--- src/rtl/fsic_wb_pkg.sv ---
// Shared types and constants for the Wishbone user-window fan-out block.
package fsic_wb_pkg;

  typedef enum logic [1:0] {
    StIdle = 2'd0,
    StReq  = 2'd1,
    StResp = 2'd2,
    StErr  = 2'd3
  } state_e;

  localparam logic [31:0] ERR_DATA_DEF = 32'hDEAD_BEEF;
  localparam int unsigned TMO_CNT_W    = 10;
  localparam int unsigned ERR_CNT_W    = 8;

  // A single channel still needs a 1-bit index vector to stay legal.
  function automatic int unsigned idx_width(input int unsigned n);
    return (n > 1) ? $clog2(n) : 1;
  endfunction

endpackage

--- src/rtl/wb_ch_decode.sv ---
// Combinational window and channel decode for the user Wishbone window.
module wb_ch_decode #(
  parameter int unsigned NCH      = 4,
  parameter logic [31:0] BASE     = 32'h3000_0000,
  parameter int unsigned CH_SHIFT = 12,
  parameter int unsigned WIN_BITS = 16,
  parameter int unsigned IDX_W    = 2
) (
  input  logic [31:0]      adr,
  output logic             hit,
  output logic [IDX_W-1:0] idx
);

  localparam logic [IDX_W:0] NchL = (IDX_W + 1)'(NCH);

  logic [31:0]      off;
  logic [IDX_W-1:0] field;
  logic             in_win;
  logic             in_ch;

  always_comb begin
    off    = adr - BASE;
    in_win = (adr >= BASE) && ((off >> WIN_BITS) == 32'd0);
    field  = adr[CH_SHIFT +: IDX_W];
    // With one channel the select field has zero width, so every in-window address maps to 0.
    in_ch  = (NCH == 1) || ({1'b0, field} < NchL);
    idx    = (NCH == 1) ? '0 : field;
    hit    = in_win && in_ch;
  end

endmodule

--- src/rtl/wb_slave_fanout.sv ---
// Wishbone slave that forwards user-window accesses to one of NCH downstream channels,
// with timeout and out-of-range error termination.
module wb_slave_fanout
  import fsic_wb_pkg::*;
#(
  parameter int unsigned NCH      = 4,
  parameter logic [31:0] BASE     = 32'h3000_0000,
  parameter int unsigned CH_SHIFT = 12,
  parameter int unsigned WIN_BITS = 16,
  parameter int unsigned TIMEOUT  = 255,
  parameter logic [31:0] ERR_DATA = ERR_DATA_DEF
) (
  input  logic              wb_clk,
  input  logic              wb_rst,
  input  logic [31:0]       wbs_adr,
  input  logic [31:0]       wbs_wdata,
  input  logic [3:0]        wbs_sel,
  input  logic              wbs_cyc,
  input  logic              wbs_stb,
  input  logic              wbs_we,
  output logic              wbs_ack,
  output logic [31:0]       wbs_rdata,
  output logic [NCH-1:0]    ch_cyc,
  output logic [NCH-1:0]    ch_stb,
  output logic              ch_we,
  output logic [31:0]       ch_adr,
  output logic [31:0]       ch_wdata,
  output logic [3:0]        ch_sel,
  input  logic [NCH-1:0]    ch_ack,
  input  logic [NCH*32-1:0] ch_rdata,
  output logic              err_irq,
  output logic [7:0]        err_cnt,
  input  logic              err_clr
);

  localparam int unsigned IdxW = idx_width(NCH);

  state_e               state_q, state_d;
  logic [TMO_CNT_W-1:0] tmo_q, tmo_d;
  logic [IdxW-1:0]      idx_q, idx_d;
  logic                 we_q, we_d;
  logic [31:0]          adr_q, adr_d;
  logic [31:0]          wdata_q, wdata_d;
  logic [31:0]          rdata_q, rdata_d;
  logic [3:0]           sel_q, sel_d;
  logic [ERR_CNT_W-1:0] err_cnt_q, err_cnt_d;
  logic                 dec_hit;
  logic [IdxW-1:0]      dec_idx;
  logic [NCH-1:0]       sel_oh;
  logic                 err_entry;

  wb_ch_decode #(
    .NCH      (NCH),
    .BASE     (BASE),
    .CH_SHIFT (CH_SHIFT),
    .WIN_BITS (WIN_BITS),
    .IDX_W    (IdxW)
  ) u_decode (
    .adr (wbs_adr),
    .hit (dec_hit),
    .idx (dec_idx)
  );

  always_comb begin
    state_d = state_q;
    tmo_d   = tmo_q;
    idx_d   = idx_q;
    we_d    = we_q;
    adr_d   = adr_q;
    wdata_d = wdata_q;
    rdata_d = rdata_q;
    sel_d   = sel_q;
    unique case (state_q)
      StIdle: begin
        if (wbs_cyc && wbs_stb) begin
          if (dec_hit) begin
            idx_d   = dec_idx;
            we_d    = wbs_we;
            adr_d   = wbs_adr;
            wdata_d = wbs_wdata;
            sel_d   = wbs_sel;
            tmo_d   = '0;
            state_d = StReq;
          end else begin
            state_d = StErr;
          end
        end
      end
      StReq: begin
        // A master abandoning the cycle wins over a same-cycle ack or timeout.
        if (!wbs_cyc) begin
          state_d = StIdle;
        end else if (ch_ack[idx_q]) begin
          rdata_d = we_q ? 32'd0 : ch_rdata[{idx_q, 5'd0} +: 32];
          state_d = StResp;
        end else begin
          tmo_d = tmo_q + TMO_CNT_W'(1);
          if (tmo_d == TMO_CNT_W'(TIMEOUT)) state_d = StErr;
        end
      end
      StResp:  state_d = StIdle;
      StErr:   state_d = StIdle;
      default: state_d = StIdle;
    endcase
  end

  always_comb begin
    err_entry = (state_q != StErr) && (state_d == StErr);
    err_cnt_d = err_cnt_q;
    if (err_clr) begin
      err_cnt_d = err_entry ? ERR_CNT_W'(1) : '0;
    end else if (err_entry && (err_cnt_q != '1)) begin
      err_cnt_d = err_cnt_q + ERR_CNT_W'(1);
    end
  end

  always_ff @(posedge wb_clk) begin
    if (wb_rst) begin
      state_q   <= StIdle;
      tmo_q     <= '0;
      idx_q     <= '0;
      we_q      <= 1'b0;
      adr_q     <= '0;
      wdata_q   <= '0;
      rdata_q   <= '0;
      sel_q     <= '0;
      err_cnt_q <= '0;
    end else begin
      state_q   <= state_d;
      tmo_q     <= tmo_d;
      idx_q     <= idx_d;
      we_q      <= we_d;
      adr_q     <= adr_d;
      wdata_q   <= wdata_d;
      rdata_q   <= rdata_d;
      sel_q     <= sel_d;
      err_cnt_q <= err_cnt_d;
    end
  end

  always_comb begin
    sel_oh = '0;
    for (int unsigned i = 0; i < NCH; i++) sel_oh[i] = (idx_q == IdxW'(i));
  end

  assign ch_cyc    = (state_q == StReq) ? sel_oh : '0;
  assign ch_stb    = (state_q == StReq) ? sel_oh : '0;
  assign ch_we     = we_q;
  assign ch_adr    = adr_q;
  assign ch_wdata  = wdata_q;
  assign ch_sel    = sel_q;
  assign wbs_ack   = (state_q == StResp) || (state_q == StErr);
  assign wbs_rdata = (state_q == StResp) ? rdata_q :
                     (state_q == StErr)  ? ERR_DATA : 32'd0;
  assign err_irq   = (state_q == StErr);
  assign err_cnt   = err_cnt_q;

endmodule

--- config.mk ---
export PLATFORM = sky130hd
export DESIGN_NAME = wb_slave_fanout
export DESIGN_NICKNAME = d
export VERILOG_FILES = /design/src/rtl/fsic_wb_pkg.sv /design/src/rtl/wb_ch_decode.sv /design/src/rtl/wb_slave_fanout.sv
export SDC_FILE = /design/constraint.sdc
export NUM_CORES = 1
export LEC_CHECK = 0
export ABC_AREA = 1
export BUFFER_PORTS_ARGS = -buffer_cell sky130_fd_sc_hd__buf_2
export CORE_ASPECT_RATIO = 1.2
export CORE_MARGIN = 2
export CORE_UTILIZATION = 25
export DETAILED_ROUTE_END_ITERATION = 6
export GPL_TIMING_DRIVEN = 0
export SLEW_MARGIN = 0
export SYNTH_ARGS = -nofsm -noshare
export SYNTH_HDL_FRONTEND = slang
export SYNTH_SLANG_ARGS = --single-unit
--- constraint.sdc ---
create_clock -name wb_clk -period 5 [get_ports wb_clk]
set_clock_uncertainty 0.05 [all_clocks]
set_input_delay 0 -clock wb_clk [delete_from_list [all_inputs] [get_ports wb_clk]]
set_output_delay 0 -clock wb_clk [all_outputs]
set_load 0.005 [all_outputs]
# Yosys cells after proc, flatten, opt, wreduce, memory -nomap -nowiden
# Index checks and enable logic that the tools add are counted.
dict set report classes {
  addsub 3
  n_lt_le_gt_ge 2
  n_eq_ne 14
  shifts 1
  muxes 20
  n_reduce_logical 14
}
# cell count
set ops {}
lappend ops {{128-bit by 8-bit indexed part select with 32-bit output} 1}
lappend ops {{32-bit two-way mux} 3}
lappend ops {{10-bit two-way mux} 4}
lappend ops {{32-bit by 30-bit >= comparator with 1-bit output, second input constant} 1}
lappend ops {{32-bit zero test} 1}
lappend ops {{32-bit by 30-bit subtractor with 32-bit output, second input constant} 1}
lappend ops {{10-bit case mux with 2 select lines} 1}
lappend ops {{8-bit two-way mux} 2}
lappend ops {{10-bit by 1-bit adder with 10-bit output, second input constant} 1}
lappend ops {{10-bit by 8-bit equality test with 1-bit output, second input constant} 1}
lappend ops {{2-bit equality test, second input constant} 5}
lappend ops {{2-bit two-way mux} 5}
lappend ops {{2-bit != test, second input constant} 5}
lappend ops {{8-bit by 1-bit adder with 8-bit output, second input constant} 1}
lappend ops {{8-bit != test, second input constant} 1}
lappend ops {{2-bit case mux with 3 select lines} 1}
lappend ops {{3-bit AND reduction} 2}
lappend ops {{5-bit AND reduction} 1}
lappend ops {{2-bit by 1-bit equality test with 1-bit output, second input constant} 2}
lappend ops {{1-bit logical AND} 4}
lappend ops {{2-bit zero test} 2}
lappend ops {{4-bit two-way mux} 1}
lappend ops {{2-bit nonzero test} 2}
lappend ops {{2-bit by 3-bit less-than comparator with 1-bit output, second input constant} 1}
lappend ops {{other kinds (4)} 5}
dict set report word_totals {
  reg_bits 123
  inputBits 206
  out_inout_bits 119
  wordCells 63
}

# Depth between registers and ports, before layout
# Gate-level depths: netlist of the first run.
dict set report depth {
  ltp_word 11
  depth_mapped 16
  ltp_nobuf 16
}

# Cells and area by module
# From an unflattened synthesis of the first run, not the netlist that was laid out.
dict set report unflattened {
  hier_cells 880
  area_unflattened_um2 6024.5
}
# mod instances cells_each area_per_inst_um2 seq_area_each_um2
set by_module_without_submodules {}
lappend by_module_without_submodules {wb_slave_fanout 1 849 5900.7 2462.4}
lappend by_module_without_submodules {wb_ch_decode 1 31 123.9 0.0}

# Least setup slack after synthesis of the first run
# OpenSTA, ideal clock, no wires.
dict set report synth_timing {
  kind {reg-to-reg}
  startpoint {register tmo_q[1]}
  endpoint {register err_cnt_q[5], in the netlist err_cnt[5]}
  setup_ns 0.116
  arrival_time_ns 1.652
  required_time_ns 4.834
  slack_ns 3.182
  path_stages_with_launch 15
  n_path_buf 0
  synth_period_minus_slack_ns 1.818
  cell_sequence {dfxtp_1 -> ha_1 -> nand2_2 -> nor2_1 -> nand2_1 -> nand2_1 -> nand2_1 -> inv_1 -> nand3_1 -> o21bai_1 -> nand2_1 -> nand2_2 -> nand3_4 -> o21ai_0 -> nor2_1}
}
dict set report synth_between {
  elab_chain_len 10
}
# item line
set synth_lines {}
lappend synth_lines {{from (decl)} wb_slave_fanout.sv:39} ;# logic [TMO_CNT_W-1:0] tmo_q, tmo_d;
lappend synth_lines {{from (signal assigned)} wb_slave_fanout.sv:130} ;# tmo_q <= tmo_d;
lappend synth_lines {{10-bit by 1-bit adder with 10-bit output} wb_slave_fanout.sv:97} ;# tmo_d = tmo_q + TMO_CNT_W'(1);
lappend synth_lines {{10-bit by 8-bit equality test with 1-bit output} wb_slave_fanout.sv:98} ;# if (tmo_d == TMO_CNT_W'(TIMEOUT)) state_d = StErr;
lappend synth_lines {{2-bit two-way mux} wb_slave_fanout.sv:98}
lappend synth_lines {{2-bit two-way mux} wb_slave_fanout.sv:93} ;# end else if (ch_ack[idx_q]) begin
lappend synth_lines {{2-bit two-way mux} wb_slave_fanout.sv:91} ;# if (!wbs_cyc) begin
lappend synth_lines {{2-bit case mux with 3 select lines} wb_slave_fanout.sv:73} ;# unique case (state_q)
lappend synth_lines {{2-bit equality test} wb_slave_fanout.sv:108} ;# err_entry = (state_q != StErr) && (state_d == StErr);
lappend synth_lines {{1-bit logical AND} wb_slave_fanout.sv:108}
lappend synth_lines {{1-bit logical AND} wb_slave_fanout.sv:112} ;# end else if (err_entry && (err_cnt_q != '1)) begin
lappend synth_lines {{2-bit nonzero test (no line)} -}
lappend synth_lines {{to (signal assigned)} wb_slave_fanout.sv:137} ;# err_cnt_q <= err_cnt_d;
lappend synth_lines {{to (decl)} wb_slave_fanout.sv:46} ;# logic [ERR_CNT_W-1:0] err_cnt_q, err_cnt_d;
# No other way between the ends.
# A chain may end at the register's enable or synchronous reset.

==> metrics.txt, run 1 <==
first-pass iteration count of the detailed router=5; clk buf depth=2; total negative slack=0 ns; H-tree depth=4; total global-route track usage=0.1845; largest family of logic cells by synthesized area=simple AND/OR/NAND/NOR gates; filler-free cell count of the finished design=around 1600; Ant. Diodes=0; Cells after DPL=1464; Worst Hold Class=in -> reg; DIE WIDTH=about 140 µm; via count=between 7000 and 8000; number of global-route vias before repair=7197; Netlist cell types=35; Starting Density=0.2542; CTS buffer count=17; Power Dens Cells=269.0 nW/µm²; share of cells above drive strength 1=0.3094; die height=between 150 and 200 µm; post-synthesis instance total=approximately 830; DRC=0; Register Area=approximately 2400 µm²; Post-Synth Simple-Gate Area=0.2353; area of the multi-input gates=2778 µm²; first-pass GRT wire length=between 30000 and 40000 µm; DP Area=approximately 8000 µm²; Synth Register Bits=about 120; VDD IR max=202.3 µV; core region area=about 23000 µm²; period utilization=0.6481; Leak=around 0.0044 µW; Crit Path Class=reg -> reg; fmax=slightly above 0.3 GHz; fill count=2407; post-synthesis compound-gate area fraction=0.2278; drt wl/cell=~15 µm; Warnings, synthesis=0; Least-Margin Pin Slew=0.6719 ns; status=finished clean; largest area contributor in the netlist=dfxtp_1; MaxCap Viol Count=0; Rel. slew slack=0.5520; IO Port Bufs=around 320; Mean Syn Cell Area=7.141 µm²; total I/O pin count=roughly 330; post-synthesis mux area share=0; Hold Slack=between 0.02 and 0.025 ns; Synth area leaders=dfxtp_1 41%, nor2_1 11%, a211oi_1 9.4%, a22oi_1 8.1%, inv_1 7.1%; Req. time, crit path=5.29 ns; Clock Tree Root=clkbuf_16; minimum clock period=between 3 and 4 ns; Adder-Cell Fraction of Synth Area=0.006364; post-synthesis xor/xnor area fraction=0.001485; mapped cell area=slightly below 6000 µm²; clock latency on the worst-skew pair=between 0.4 and 0.5 ns; CTS tree=done; Final Hold Violating Endpoints=0; Setup violations, final=0; row cnt=61; Slew Limit Fails=0; RSZ-0062 raised after global routing=false; Routed Antenna Nets=0; CP max FO=10; commonest cells after routing, fill and taps aside=333 x buf_2, 172 x nor2_1, 121 x dfxtp_1, 112 x inv_1, 109 x nand2_1; Tot Pwr=around 2500 µW; drt first-iter violations=approximately 380; sequential area share after synthesis=0.4107; crit path capture type=flip-flop; CTS Sinks=roughly 120; Die Footprint=~25000 µm²; CP Launch Type=flip-flop; Placer Congestion=around 0.87; initial antenna violation count=0; Congestion Overflow GR=0; Worst Path Arrival=~3.5 ns; vias per cell=about 4.5; most common cell after layout, fill and taps aside=buf_2; Post-Syn Nets=a little over 1000; clk slew on worst S/H paths=around 0.060 ns; design area=approximately 9400 µm²; Yosys top cell area share=0.4107; dpl hpwl=roughly 17000 µm; area delta synth->final=59.25%; largest net degree at the start of global routing=17; nets=1463; Detailed Route WL=roughly 23000 µm
## stage by stage
| step | util | setup WS (ns) |
|---|---|---|
| finish | 0.4048 | 1.759 |
| global route | 0.4048 | 1.583 |
| CTS | 0.4048 | 1.781 |
| detailed placement | 0.3409 | 2.596 |
| global placement | 0.3409 | 2.586 |
| floorplan | - | 3.182 |
## critical path, cell delays in order, from the launching register on
cell	delay, ns
dfxtp_1	0.44
inv_1	0.15
nor2_2	0.44
clkbuf_1	0.51
a22oi_1	0.14
dlygate4sd3_1	0.61
a21oi_1	0.12
dlygate4sd3_1	0.57
a21oi_1	0.06
nor2_1	0.08
## flip-flops by register name, indices dropped and copies added, names as in the netlist
signal / cells
ch_sel: 4
ch_adr: 31
ch_we: 1
idx_q: 1
err_cnt: 8
state_q: 2
tmo_q: 10
rdata_q: 32
ch_wdata: 32
## per-layer routing
metal / vias to the layer above / global-route usage / share of wire
met5: - / 0 / 0
met4: 0 / 0.07218 / 0.024
met3: 31 / 0.03655 / 0.057
met2: 255 / 0.3280 / 0.50
met1: 3247 / 0.2177 / 0.42
li1: 3590 / - / -
## Yosys cell counts, drive strengths merged
cell type	n
nor2	177
dfxtp	121
inv	116
nand2	112
a211oi	74
a22oi	64
a21oi	38
clkbuf	34
nand3	28
buf	23
o21ai	11
nand4	7
nor4	5
nor3	4
ha	3
o21bai	3
or2	2
a31oi	1
clkinv	1
nand3b	1
xor2	1
## where the power goes
part,internal [µW],switching (µW),total [µW],leakage [µW]
logic,132,106,237,0.00311
registers,971,5.26,977,0.000976
clock network,812,501,1310,0.000305
total,1920,612,2530,0.00439
## layout make-up
cell class                      instances  area share
Buffer                                 57     0.02731
Timing Repair Buffer                  409      0.2638
Sequential cell                       121      0.2579
Inverter                              117     0.04702
Multi-Input combinational cell        531      0.2957
Clock buffer                           18     0.04676
Clock inverter                         14     0.01958
Tap cell                              315     0.04196
## final timing paths
check / end / cells past startpoint / slack [ns] / start
min reg2reg: ch_adr[16]$_SDFFE_PP0P_ / 2 / 0.40 / ch_adr[16]$_SDFFE_PP0P_
max: rdata_q[29]$_SDFFE_PP0P_ / 9 / 1.76 / ch_adr[13]$_SDFFE_PP0P_
min: rdata_q[6]$_SDFFE_PP0P_ / 5 / 0.02 / ch_rdata[70]
max reg2reg: rdata_q[29]$_SDFFE_PP0P_ / 9 / 1.76 / ch_adr[13]$_SDFFE_PP0P_
## kinds of logic (layout without fill, tap and decap cells)
kind of cell	count (synthesis)	count (layout)
AND/OR/NAND/NOR	336	336
AO/OA/AOI/OAI	191	191
buffers and inverters	174	615
flip-flops	121	121
adder cells (fa/ha/maj)	3	3
XOR/XNOR	1	1
## what timing repair did
action	in CTS	in global routing
resized for setup	0	0
buffers inserted	0	0
hold buffers	86	0
hold endpoints to repair	79	0
Note: power is estimated with default switching activity, not from simulation.
==> run 2, diff against run 1 <==
==> constraint.sdc (replaced) <==
create_clock -name wb_clk -period 3.2 [get_ports wb_clk]
set_clock_uncertainty 0.05 [all_clocks]
set_input_delay 0 -clock wb_clk [delete_from_list [all_inputs] [get_ports wb_clk]]
set_output_delay 0 -clock wb_clk [all_outputs]
set_load 0.005 [all_outputs]
==> run 2 against run 1 <==
  * Global-route usage rose by 0.052 points
  * Largest cell class unchanged
  * Largest power group unchanged
  * Sequential share of layout area fell by 0.055 points
  * First-iteration DRC count fell by 1.3%
  * Wire length rose by 0.59%
  * Via count fell by 0.45%
  * Core utilization rose by 0.086 points
  * Cell count rose by 0.13%
  * Worst setup slack got worse by 1.3 ns
  * Register-to-register slack got worse by 1.3 ns
  * Combinational power rose by 58%
  * Sequential power rose by 57%
  * Critical endpoint is now rdata_q[4]$_SDFFE_PP0P_
==> metrics.txt, run 2 (synthesized netlist as in run 1, its figures left out) <==
status=finished clean; MaxCap Viol Count=0; row cnt=61; period utilization=0.8529; Finished Core Util=0.4057; Rel. slew slack=0.5492; drt first-iter violations=371; clock latency on the worst-skew pair=about 0.41 ns; clk slew on worst S/H paths=roughly 0.06 ns; core region area=around 23000 µm²; internal power=approximately 3000 µW; combinational share of power=0.094; CP Launch Type=flip-flop; CP max FO=10; Psw=959.2 µW; Cells after DPL=between 1000 and 1500; die height=between 150 and 200 µm; CTS buffer count=17; Crit Path Class=reg -> reg; Worst Path Arrival=3.02 ns; Worst Hold Class=in -> reg; VDD IR max=roughly 320 µV; Sequential Power Share=0.386; share of cells above drive strength 1=0.3089; Ant. Diodes=0; fill count=around 2400; first-pass GRT wire length=between 30000 and 40000 µm; first-pass iteration count of the detailed router=5; Final Hold Violating Endpoints=0; Setup violations, final=0; CTS tree=done; minimum clock period=approximately 2.7 ns; vias per cell=about 4.5; Starting Density=0.2542; total global-route track usage=0.1850; fmax=about 0.37 GHz; Detailed Route WL=about 23000 µm; total negative slack=0 ns; dpl hpwl=around 17000 µm; via count=7091; Slew Limit Fails=0; number of global-route vias before repair=about 7200; Clock Tree Root=clkbuf_16; area delta synth->final=59.59%; filler-free cell count of the finished design=roughly 1600; clock network fraction of design power=0.519; largest net degree at the start of global routing=17; initial antenna violation count=0; switch share=0.2426; Req. time, crit path=about 3.5 ns; H-tree depth=4; nets=1465; IO Port Bufs=between 300 and 400; most common cell after layout, fill and taps aside=buf_2; DIE WIDTH=144.2 µm; Routed Antenna Nets=0; clk buf depth=2; drt wl/cell=around 15 µm; RSZ-0062 raised after global routing=false; Least-Margin Pin Slew=between 0.6 and 0.7 ns; Power Dens Cells=420.0 nW/µm²; Leak=approximately 0.0044 µW; Placer Congestion=between 0.8 and 0.9; Congestion Overflow GR=0; CTS Sinks=about 120; post-CTS setup buffers=0; crit path capture type=flip-flop; commonest cells after routing, fill and taps aside=333 x buf_2, 172 x nor2_1, 121 x dfxtp_1, 112 x inv_1, 109 x nand2_1; total I/O pin count=325; DRC=0; Die Footprint=approximately 25000 µm²
[run 2: cell types whose count changed in the layout (fill, tap and decap cells not counted), sizes merged]
cell,delta
dlygate4sd3,+2
[run 2: worst paths after layout]
path / from / endpoint / slack, ns / cells after the start
worst min register to register: ch_adr[16]$_SDFFE_PP0P_ / ch_adr[16]$_SDFFE_PP0P_ / 0.40 / 2
worst max-delay path: idx_q[0]$_SDFFE_PP0P_ / rdata_q[4]$_SDFFE_PP0P_ / 0.47 / 8
worst max register to register: idx_q[0]$_SDFFE_PP0P_ / rdata_q[4]$_SDFFE_PP0P_ / 0.47 / 8
worst min-delay path: ch_rdata[104] / rdata_q[8]$_SDFFE_PP0P_ / 0.01 / 5
[run 2: what timing repair did]
action,in CTS,in global routing
endpoints found under the hold margin,79,0
hold buffers,88,0
resized for setup,0,0
[run 2: per-stage QoR]
| stage | hold WS [ns] | cell area, µm² | total power (µW) | setup slack [ns] |
|---|---|---|---|---|
| detailed placement | 0.2358 | 7909 | 1853 | 0.7962 |
| floorplan | 0.1259 | 5898 | 1674 | 1.382 |
| global route | 0.02205 | 9413 | 4112 | 0.3202 |
| global placement | 0.2320 | 7909 | 1851 | 0.7856 |
| CTS | 0.001145 | 9413 | 4005 | 0.4600 |
| finish | 0.01266 | 9413 | 3953 | 0.4707 |
[run 2: cell type report]
type,instances,area [µm²],share of cell area
clock inverter,14,183.9,0.01954
timing repair buffer,411,2497,0.2653
clock buffer,18,439.2,0.04666
inverter,117,441.7,0.04692
buffer,57,256.5,0.02725
multi-input combinational,531,2778,0.2951
sequential,121,2422,0.2573
tap,315,394.1,0.04187
[run 2: routing by layer]
metal | vias up | GRT usage | share of wire | wire length (µm)
met5 | - | 0 | 0 | 0
met4 | 0 | 0.07218 | 0.024 | 552
met3 | 31 | 0.03739 | 0.056 | 1311
met2 | 248 | 0.3296 | 0.50 | 11620
met1 | 3219 | 0.2174 | 0.42 | 9868
li1 | 3593 | - | - | -
[run 2: critical path: stages, from the launching register on]
cell and delay, ns:
dfxtp_1 0.52, nand2_1 0.21, inv_1 0.31, clkbuf_1 0.52
a22oi_1 0.14, dlygate4sd3_1 0.61, a21oi_1 0.15, a21oi_1 0.08
nor2_1 0.08
[run 2: power by group through the flow]
stage	clock (µW)	combinational [µW]	sequential [µW]
after global routing	2170	411	1530
final	2050	374	1530
after global placement	0	291	1560
after floorplan	0	117	1560
after CTS	2110	373	1530
after detailed placement	0	293	1560
==> run 3, diff against run 2 <==
--- a/config.mk
+++ b/config.mk
@@ -6,11 +6,11 @@
 export NUM_CORES = 1
 export LEC_CHECK = 0
 export ABC_AREA = 1
-export BUFFER_PORTS_ARGS = -buffer_cell sky130_fd_sc_hd__buf_2
 export CORE_ASPECT_RATIO = 1.2
 export CORE_MARGIN = 2
 export CORE_UTILIZATION = 25
 export DETAILED_ROUTE_END_ITERATION = 6
+export DONT_BUFFER_PORTS = 1
 export GPL_TIMING_DRIVEN = 0
 export SLEW_MARGIN = 0
 export SYNTH_ARGS = -nofsm -noshare
==> run 3 against run 2 <==
  * Non-clock buffer count down 230
  * Register-to-register slack worse by 0.29 ns
  * Core utilization down 3.0 points
==> metrics.txt, run 3 (synthesized netlist as in run 1, its figures left out) <==
status=finished clean; drt wl/cell=~18 µm; CTS tree=done; hold-critical path endpoint=rdata_q[15]$_SDFFE_PP0P_; Most Crowded Layer GR=met2; Crit Path Class=reg -> reg; initial antenna violation count=0; clk slew on worst S/H paths=0.06 ns; Routed Antenna Nets=0; Worst Hold Class=in -> reg; first-pass iteration count of the detailed router=5; CTS buffer count=17; Die Footprint=between 20000 and 25000 µm²; MaxCap Viol Count=0; total negative slack=0 ns; Final Hold Violating Endpoints=0; number of global-route vias before repair=around 6700; CTS Sinks=between 100 and 150; Rel. slew slack=0.5002; crit path capture type=flip-flop; R2R cell count=8; clock latency on the worst-skew pair=roughly 0.40 ns; internal power=roughly 3000 µW; Setup violations, final=0; DRC=0; FF-to-FF Start=idx_q[0]$_SDFFE_PP0P_; RSZ-0062 raised after global routing=false; Least-Margin Pin Slew=roughly 0.75 ns; minimum clock period=between 3 and 4 ns; Min-Delay Path Depth=4; combinational share of power=0.084; Psw=~890 µW; design area=8707 µm²; nets=between 1000 and 1500; Leak=0.003251 µW; reg-to-reg endpoint=rdata_q[30]$_SDFFE_PP0P_; GRT met3 Usage=0.04902; setup slack, reg-to-reg=roughly 0.18 ns; CP max FO=10; dpl hpwl=15840 µm; row cnt=~60; clk buf depth=2; final worst slack=0.1777 ns; M1 GR Usage=0.2148; period utilization=0.9445; DP Worst Slack=around 0.64 ns; most common cell after layout, fill and taps aside=dlygate4sd3_1; core region area=23200 µm²; total global-route track usage=0.1900; fmax=0.3309 GHz; total I/O pin count=approximately 330; Slew Limit Fails=0; die height=172.3 µm; share of cells above drive strength 1=0.06551; Ant. Diodes=0; Detailed Route WL=between 20000 and 25000 µm; switch share=0.2337; Clock Tree Root=clkbuf_16; IO Port Bufs=0; VDD IR max=332.4 µV; hold_sp=ch_rdata[111]; Congestion Overflow GR=0; Hold Slack=0.06533 ns; drt first-iter violations=roughly 500; commonest cells after routing, fill and taps aside=181 x dlygate4sd3_1, 172 x nor2_1, 121 x dfxtp_1, 112 x inv_1, 109 x nand2_1; DP Area=6292 µm²; Starting Density=0.2542; Sequential Power Share=0.401; via count=just under 7000; Req. time, crit path=approximately 3.5 ns; Placer Congestion=between 0.8 and 0.9; fill count=between 2000 and 2500; area delta synth->final=47.62%; Power Dens Cells=437.6 nW/µm²; met2 Use GR=0.3302; CP Launch Type=flip-flop; post-CTS setup buffers=0; Register Area=around 2400 µm²; first-pass GRT wire length=35930 µm; vias per cell=roughly 5.0; Worst Path Arrival=3.28 ns; DIE WIDTH=about 140 µm; H-tree depth=4; clock network fraction of design power=0.515; area of the multi-input gates=between 2000 and 3000 µm²; largest net degree at the start of global routing=17
run 3: cell types whose count changed in the layout (fill, tap and decap cells not counted), moves of 2 or more:
cell and change:
buf_2 -323, dlygate4sd3_1 +93, inv_6 -3, clkinv_2 +2
run 3: worst max-delay path: stages (launching register included):
cell	delay (ns)
dfxtp_1	0.59
nand2_1	0.25
inv_1	0.30
clkbuf_1	0.58
a22oi_1	0.13
dlygate4sd3_1	0.60
nand2_1	0.09
nand2_1	0.07
a211oi_1	0.26
run 3: stage by stage:
stage / cells / power, µW / util
floorplan: 826 / 1674 / -
global placement: 1141 / 1717 / 0.2712
detailed placement: 1141 / 1718 / 0.2712
CTS: 1353 / 3866 / 0.3751
global route: 1353 / 3971 / 0.3753
finish: 1353 / 3811 / 0.3753
run 3: worst max path at each step:
stage                            start                       end
2_1_floorplan    tmo_q[1]$_SDFFE_PP0P_   err_cnt[5]$_SDFFE_PP0P_
3_3_place_gp   ch_adr[13]$_SDFFE_PP0P_   err_cnt[6]$_SDFFE_PP0P_
3_5_place_dp   ch_adr[13]$_SDFFE_PP0P_   err_cnt[6]$_SDFFE_PP0P_
4_1_cts        ch_adr[13]$_SDFFE_PP0P_   err_cnt[0]$_SDFFE_PP0P_
5_1_grt          idx_q[0]$_SDFFE_PP0P_   err_cnt[0]$_SDFFE_PP0P_
6_report         idx_q[0]$_SDFFE_PP0P_  rdata_q[30]$_SDFFE_PP0P_
run 3: repair_timing:
| action | CTS | global route |
|---|---|---|
| hold buffers | 181 | 0 |
| resized for setup | 0 | 1 |
| endpoints found under the setup margin | 0 | 1 |
| hold endpoints to repair | 105 | 0 |
run 3: final cells by class:
type	instances	area share
plain buffers	57	0.02946
repair buffers	181	0.2081
multi-input cells	531	0.3196
well taps	315	0.04527
clock buffers	17	0.04886
flip-flops and latches	121	0.2782
inverters	117	0.05073
clock inverters	14	0.01983
run 3: per-layer routing:
layer | wire [µm] | vias up | part of all wire
li1 | - | 3129 | -
met1 | 9273 | 3107 | 0.38
met2 | 12020 | 425 | 0.49
met3 | 1970 | 89 | 0.081
met4 | 1033 | 0 | 0.043
met5 | 0 | - | 0
run 3: power by group through the flow:
stage | combinational [µW] | clock (µW) | sequential (µW)
global placement | 157 | 0 | 1560
global route | 346 | 2100 | 1530
floorplan | 117 | 0 | 1560
detailed placement | 158 | 0 | 1560
finish | 321 | 1960 | 1530
CTS | 310 | 2030 | 1530
